File: config.mk
export PLATFORM = sky130hd
export DESIGN_NAME = tick_rr_scheduler_flat
export DESIGN_NICKNAME = d
export VERILOG_FILES = /design/src/rtl/tick_rr_scheduler_pkg.sv /design/src/rtl/tick_rr_scheduler_if.sv /design/src/rtl/tick_rr_scheduler_prescaler.sv /design/src/rtl/tick_rr_scheduler.sv /design/src/flat_wrapper.sv
export SDC_FILE = /design/constraint.sdc
export NUM_CORES = 1
export LEC_CHECK = 0
export ABC_AREA = 1
export CORE_AREA = 4 4 65 67
export CTS_BUF_LIST = sky130_fd_sc_hd__clkbuf_4 sky130_fd_sc_hd__clkbuf_8
export CTS_CLUSTER_SIZE = 20
export DETAILED_ROUTE_END_ITERATION = 10
export DIE_AREA = 0 0 69 71
export GPL_TIMING_DRIVEN = 0
export PLACE_DENSITY = 0.8
export SLEW_MARGIN = 10
export SYNTH_ARGS = -nofsm -noshare
export SYNTH_HDL_FRONTEND = slang
export SYNTH_HIERARCHICAL = 1
export SYNTH_SLANG_ARGS = --single-unit
File: constraint.sdc
create_clock -name clk -period 2.6 [get_ports clk]
set_input_delay 0.39 -clock clk [delete_from_list [all_inputs] [get_ports clk]]
set_output_delay 0.39 -clock clk [all_outputs]
set_load 0.03 [all_outputs]
File: src/rtl/tick_rr_scheduler_pkg.sv
// Shared types, defaults and the round-robin pick function for the tick scheduler.
package tick_sched_pkg;

  localparam int DEFAULT_N     = 4;
  localparam int DEFAULT_WIDTH = 16;

  // Widest requester vector rr_pick can search.
  localparam int MAX_N  = 16;
  localparam int IDX_W  = $clog2(MAX_N);

  typedef struct packed {
    logic             valid;
    logic [IDX_W-1:0] idx;
  } rr_pick_t;

  // Returns the first requester at or after ptr, wrapping modulo n.
  // Only bits [n-1:0] of req are looked at; ptr must be below n.
  function automatic rr_pick_t rr_pick(input logic [MAX_N-1:0] req,
                                       input int               ptr,
                                       input int               n);
    rr_pick_t r;
    int       j;
    r = '0;
    for (int k = 0; k < MAX_N; k++) begin
      if (k < n) begin
        j = ptr + k;
        if (j >= n) j = j - n;
        if (!r.valid && req[j[IDX_W-1:0]]) begin
          r.valid = 1'b1;
          r.idx   = j[IDX_W-1:0];
        end
      end
    end
    return r;
  endfunction

endpackage

File: src/rtl/tick_rr_scheduler_if.sv
// Control, request and grant signals between the scheduler and its host.
interface tick_rr_scheduler_if #(
  parameter int N     = tick_sched_pkg::DEFAULT_N,
  parameter int WIDTH = tick_sched_pkg::DEFAULT_WIDTH
);

  logic                 enable;
  logic [WIDTH-1:0]     period;
  logic [N-1:0]         req;
  logic                 tick;
  logic [N-1:0]         grant;
  logic [$clog2(N)-1:0] last_id;

  // Host side: programs the prescaler, raises requests, watches grants.
  modport master (
    output enable, period, req,
    input  tick, grant, last_id
  );

  // Scheduler side.
  modport slave (
    input  enable, period, req,
    output tick, grant, last_id
  );

endinterface

File: src/rtl/tick_rr_scheduler_prescaler.sv
// Programmable prescaler: flags a terminal count every period+1 enabled cycles.
module tick_prescaler #(
  parameter int WIDTH = tick_sched_pkg::DEFAULT_WIDTH
) (
  input  logic             clk,
  input  logic             reset,
  input  logic             enable,
  input  logic [WIDTH-1:0] period,
  output logic             term
);

  logic [WIDTH-1:0] ps;

  // Terminal compare is >= so a period lowered below the running count
  // terminates on the next enabled cycle instead of wrapping the counter.
  always_comb begin
    term = enable && (ps >= period);
  end

  // Count enabled cycles, restart on terminal count, hold while disabled.
  always_ff @(posedge clk) begin
    // NOTE: state registers use non-blocking assignment so every flop in the
    // design samples pre-edge values regardless of block ordering.
    if (reset) begin
      ps <= '0;
    end else if (term) begin
      ps <= '0;
    end else if (enable) begin
      ps <= ps + 1'b1;
    end
  end

endmodule

File: src/rtl/tick_rr_scheduler.sv
// Periodic tick generator with a round-robin grant to one of N requesters per tick.
module tick_rr_scheduler
  import tick_sched_pkg::*;
#(
  parameter int N     = DEFAULT_N,
  parameter int WIDTH = DEFAULT_WIDTH
) (
  input  logic                  clk,
  input  logic                  reset,
  tick_rr_scheduler_if.slave    bus
);

  localparam int ID_W = $clog2(N);

  logic             term;
  logic [ID_W-1:0]  ptr;
  logic [MAX_N-1:0] req_ext;
  rr_pick_t         pick;
  logic [ID_W-1:0]  win_id;
  logic [ID_W-1:0]  ptr_nxt;
  logic [N-1:0]     grant_nxt;

  tick_prescaler #(
    .WIDTH (WIDTH)
  ) u_prescaler (
    .clk    (clk),
    .reset  (reset),
    .enable (bus.enable),
    .period (bus.period),
    .term   (term)
  );

  // Search for the next requester starting at the round-robin pointer.
  always_comb begin
    // NOTE: every combinational output gets a default first so no path
    // through the block leaves a value unassigned and infers a latch.
    req_ext          = '0;
    req_ext[N-1:0]   = bus.req;
    pick             = rr_pick(req_ext, int'(ptr), N);
    win_id           = ID_W'(pick.idx);
    ptr_nxt          = (int'(pick.idx) == N - 1) ? '0 : ID_W'(pick.idx + 1'b1);
    grant_nxt        = '0;
    if (term && pick.valid) begin
      grant_nxt[win_id] = 1'b1;
    end
  end

  // Register the tick and grant; advance the pointer only on a real grant.
  always_ff @(posedge clk) begin
    if (reset) begin
      ptr         <= '0;
      bus.tick    <= 1'b0;
      bus.grant   <= '0;
      bus.last_id <= '0;
    end else begin
      bus.tick  <= term;
      bus.grant <= grant_nxt;
      if (term && pick.valid) begin
        ptr         <= ptr_nxt;
        bus.last_id <= win_id;
      end
    end
  end

endmodule
File: src/flat_wrapper.sv
// flat-port wrapper written by rule: the top's interface ports become plain ports
module tick_rr_scheduler_flat import tick_sched_pkg::*;
#(
  parameter int N     = DEFAULT_N,
  parameter int WIDTH = DEFAULT_WIDTH
)
  (clk, reset, bus_enable, bus_period, bus_req, bus_tick, bus_grant, bus_last_id);
  tick_rr_scheduler_if #(.N(N), .WIDTH(WIDTH)) bus_i ();
  input  logic clk;
  input  logic reset;
  input wire logic [$bits(bus_i.enable)-1:0] bus_enable;
  input wire logic [$bits(bus_i.period)-1:0] bus_period;
  input wire logic [$bits(bus_i.req)-1:0] bus_req;
  output wire logic [$bits(bus_i.tick)-1:0] bus_tick;
  output wire logic [$bits(bus_i.grant)-1:0] bus_grant;
  output wire logic [$bits(bus_i.last_id)-1:0] bus_last_id;
  assign bus_i.enable = bus_enable;
  assign bus_i.period = bus_period;
  assign bus_i.req = bus_req;
  assign bus_tick = bus_i.tick;
  assign bus_grant = bus_i.grant;
  assign bus_last_id = bus_i.last_id;
  tick_rr_scheduler #(.N(N), .WIDTH(WIDTH)) u_core (.clk(clk), .reset(reset), .bus(bus_i));
endmodule
==> results.sh <==
export IMPL_io_buffers=28
export IMPL_ys_seq_elements=25
export IMPL_core_area_um2=3630
export IMPL_finalSetupViolations=0
export IMPL_cts_buffers=3
export IMPL_reg2reg_slack_ns=0.20
export IMPL_pwr_share_comb=0.168
export IMPL_fin_setup_tns_ns=0
export IMPL_dpl_worst_slack_ns=0.0120
export IMPL_vias_per_cell=4.62
export IMPL_whs_path_depth=3
export IMPL_syn_area_per_cell_um2=7.09
export IMPL_switching_share=0.258
export IMPL_crit_fanout=8
export IMPL_grt_use_total=0.160
export IMPL_first_pass_iters=4
export IMPL_htree_levels=1
export IMPL_synth_cell_types=29
export IMPL_netlist_instances=282
export IMPL_r2r_end="u_core/ptr[1]$_SDFFE_PP0P_"
export IMPL_drc_errors=0
export IMPL_wirelength_mm=3.63
export IMPL_finalCritPeriodShare=0.922
export IMPL_antenna_found_initial=0
export IMPL_antenna_left=0
export IMPL_globalplace_congestion=0.863
export IMPL_clkLatencyLatePin_ns=0.27
export IMPL_finalInstanceArea_um2=2410
export IMPL_drt_iter0_drc=56
export IMPL_dp_cells=358
export IMPL_dpl_cell_area_um2=2340
export IMPL_worst_slack_ns=0.204
export IMPL_p_int_mw=0.558
export IMPL_hold_viol=0
export IMPL_wl_per_cell_um=10.0
export IMPL_slew_headroom=0.789
export IMPL_period_needed_ns=2.40
export IMPL_holdWs_ns=0.457
export IMPL_pwr_share_clk=0.314
export IMPL_clock_fmax_ghz=0.417
export IMPL_rows=22
export IMPL_rsz0062_at_grt="false"
export IMPL_maxCapViolCount=0
export IMPL_crit_required_ns=2.77
export IMPL_async_flop_share=0
export IMPL_grt_pass1_vias=1706
export IMPL_total_power_mw=0.753
export IMPL_grt_max_degree=16
export IMPL_hold_buffers=0
export IMPL_final_util=0.663
export IMPL_worstMarginPinSlew_ns=0.315
export IMPL_whs_endpoint="u_core/u_prescaler/ps[1]$_SDFFE_PP0P_"
export IMPL_reg2regPathDepth=15
export IMPL_dieArea_um2=4900
export IMPL_crit_type="register to register"
export IMPL_area_delta_synth_final_pct=20.6
export IMPL_yosysWarnings=6
export IMPL_clkTransAtPathRegs_ns=0.09
export IMPL_finClkSkew_ns=0.00289
export IMPL_p_leak_nw=1.15
export IMPL_seqPwrFrac=0.518
export IMPL_dpl_hpwl_mm=2.95
export IMPL_grt_ovfl_total=0
export IMPL_irDropWorstVdd_mv=0.205
export IMPL_switching_power_mw=0.194
export IMPL_ios=30
export IMPL_worstHoldStart="bus_enable"
export IMPL_cts_sinks=25
export IMPL_synth_edff_count=0
export IMPL_hp_class="input pin to register"
export IMPL_grt_pass1_wl_mm=6.65
export IMPL_worstReg2RegStart="u_core/ptr[0]$_SDFFE_PP0P_"
export IMPL_vias=1672
export IMPL_num_antenna_cells=0
export IMPL_nets=363
export IMPL_start_util=0.550
export IMPL_synth_ff_type="dfxtp_1"
export IMPL_cts_root_buffer="clkbuf_8"
export IMPL_drive_above_1_share=0.153
export IMPL_syn_area_um2=2000
export IMPL_fp_dieH_um=71
export IMPL_start_kind="register"
export IMPL_end_kind="register"
export IMPL_fp_dieW_um=69
export IMPL_p_per_area_nw_per_um2=312
export IMPL_cts_max_path_buffers=2
export IMPL_slew_viol_final=0
export IMPL_status="completed"
export IMPL_crit_arrival_ns=2.56
export IMPL_synth_seq_area_share=0.250
export IMPL_fin_cells=362
export IMPL_synth_nets=330
export IMPL_cts_tree="yes"
-- cell type report --
class / count / area [um^2]
well taps: 48 / 60.1
repair buffers: 28 / 280
clock buffers: 3 / 41.3
multi-input cells: 195 / 1260
clock inverters: 1 / 7.51
fillers: 324 / 1220
plain buffers: 3 / 30.0
inverters: 59 / 231
flip-flops and latches: 25 / 503
-- timing repair --
| item | in CTS | in global routing |
|---|---|---|
| setup buffers | 0 | 0 |
| hold endpoints to repair | 0 | 0 |
| resized for setup | 1 | 5 |
| endpoints found under the setup margin | 1 | 1 |
-- cells by family (layout without fill, tap and decap cells) --
logic type | count (synthesis) | after routing | share of synthesized area
flops | 25 | 25 | 0.250
mux | 1 | 1 | 0.00501
buf+inv | 62 | 94 | 0.131
compound gates | 19 | 19 | 0.0564
fa+ha+maj | 25 | 25 | 0.157
simple gates | 139 | 139 | 0.353
xor+xnor | 11 | 11 | 0.0482
-- layout by cell type (no fill, tap or decap), types with 2 or more instances in the layout --
master	instances
ha_1	24
a21oi_1	10
nand2_4	5
inv_1	50
clkbuf_8	3
dfxtp_2	2
nor2_4	3
inv_2	7
xor2_1	7
clkdlybuf4s50_1	28
dfxtp_1	23
nand3_1	10
nand3_4	2
nand4_1	3
buf_6	2
nand2_2	3
nor3_1	2
xnor2_1	4
nand2_1	64
o21ai_0	5
nor2_1	34
nand3_2	7
nor2_2	5
-- power groups by stage --
stage	Sequential [mW]	Clock, mW	Combinational [mW]
2_1_floorplan	0.398	0	0.0770
3_3_place_gp	0.399	0	0.121
3_5_place_dp	0.399	0	0.124
4_1_cts	0.390	0.244	0.125
5_1_grt	0.391	0.257	0.144
6_report	0.390	0.236	0.127
-- registers in the layout, summed over array words and instances, names as in the netlist --
register               count
u_core/u_prescaler/ps     16
u_core/bus.grant           4
u_core/bus.last_id         2
u_core/ptr                 2
u_core/bus.tick            1
-- worst max-delay path, stage by stage (launching register included) --
cell and delay (ns):
dfxtp_2 0.37, buf_6 0.16, inv_8 0.06, ha_4 0.29
inv_1 0.07, nand3_2 0.08, nand3_2 0.14, nand3_4 0.13
nor2_2 0.05, nand2_1 0.08, inv_1 0.07, a21oi_4 0.16
inv_1 0.09, ha_1 0.31, o21ai_0 0.17, a21oi_1 0.06
-- cell usage after synthesis, types with 2 or more instances --
master   number  share of area
nand2_1      64           0.12
inv_1        51          0.096
nor2_1       34          0.064
dfxtp_1      25           0.25
ha_1         25           0.16
a21oi_1      10          0.025
nand3_1      10          0.025
nand3_2       7          0.035
xor2_1        7          0.031
inv_2         6          0.011
nand2_4       5          0.028
nor2_2        5          0.016
o21ai_0       5          0.013
xnor2_1       4          0.018
nand2_2       3         0.0094
nand4_1       3         0.0094
nor2_4        3          0.017
buf_6         2          0.011
nand3_4       2          0.018
nor3_1        2         0.0050
-- how the worst max path moves through the flow --
stage                                from                    endpoint  slack [ns]  cells after the start
2_1_floorplan  u_core/ptr[0]$_SDFFE_PP0P_  u_core/ptr[1]$_SDFFE_PP0P_        0.30                     15
3_3_place_gp   u_core/ptr[1]$_SDFFE_PP0P_  u_core/ptr[1]$_SDFFE_PP0P_        0.05                     14
3_5_place_dp   u_core/ptr[1]$_SDFFE_PP0P_  u_core/ptr[1]$_SDFFE_PP0P_        0.01                     14
4_1_cts        u_core/ptr[0]$_SDFFE_PP0P_  u_core/ptr[1]$_SDFFE_PP0P_       0.006                     15
5_1_grt        u_core/ptr[0]$_SDFFE_PP0P_  u_core/ptr[1]$_SDFFE_PP0P_       0.006                     15
6_report       u_core/ptr[0]$_SDFFE_PP0P_  u_core/ptr[1]$_SDFFE_PP0P_        0.20                     15
-- routing by layer --
metal  part of all wire  global-route usage
met1               0.45               0.170
met2               0.50               0.308
met3              0.034              0.0284
met4              0.017              0.0651
met5                  0                   0
Power figures use the tool's default switching activity.
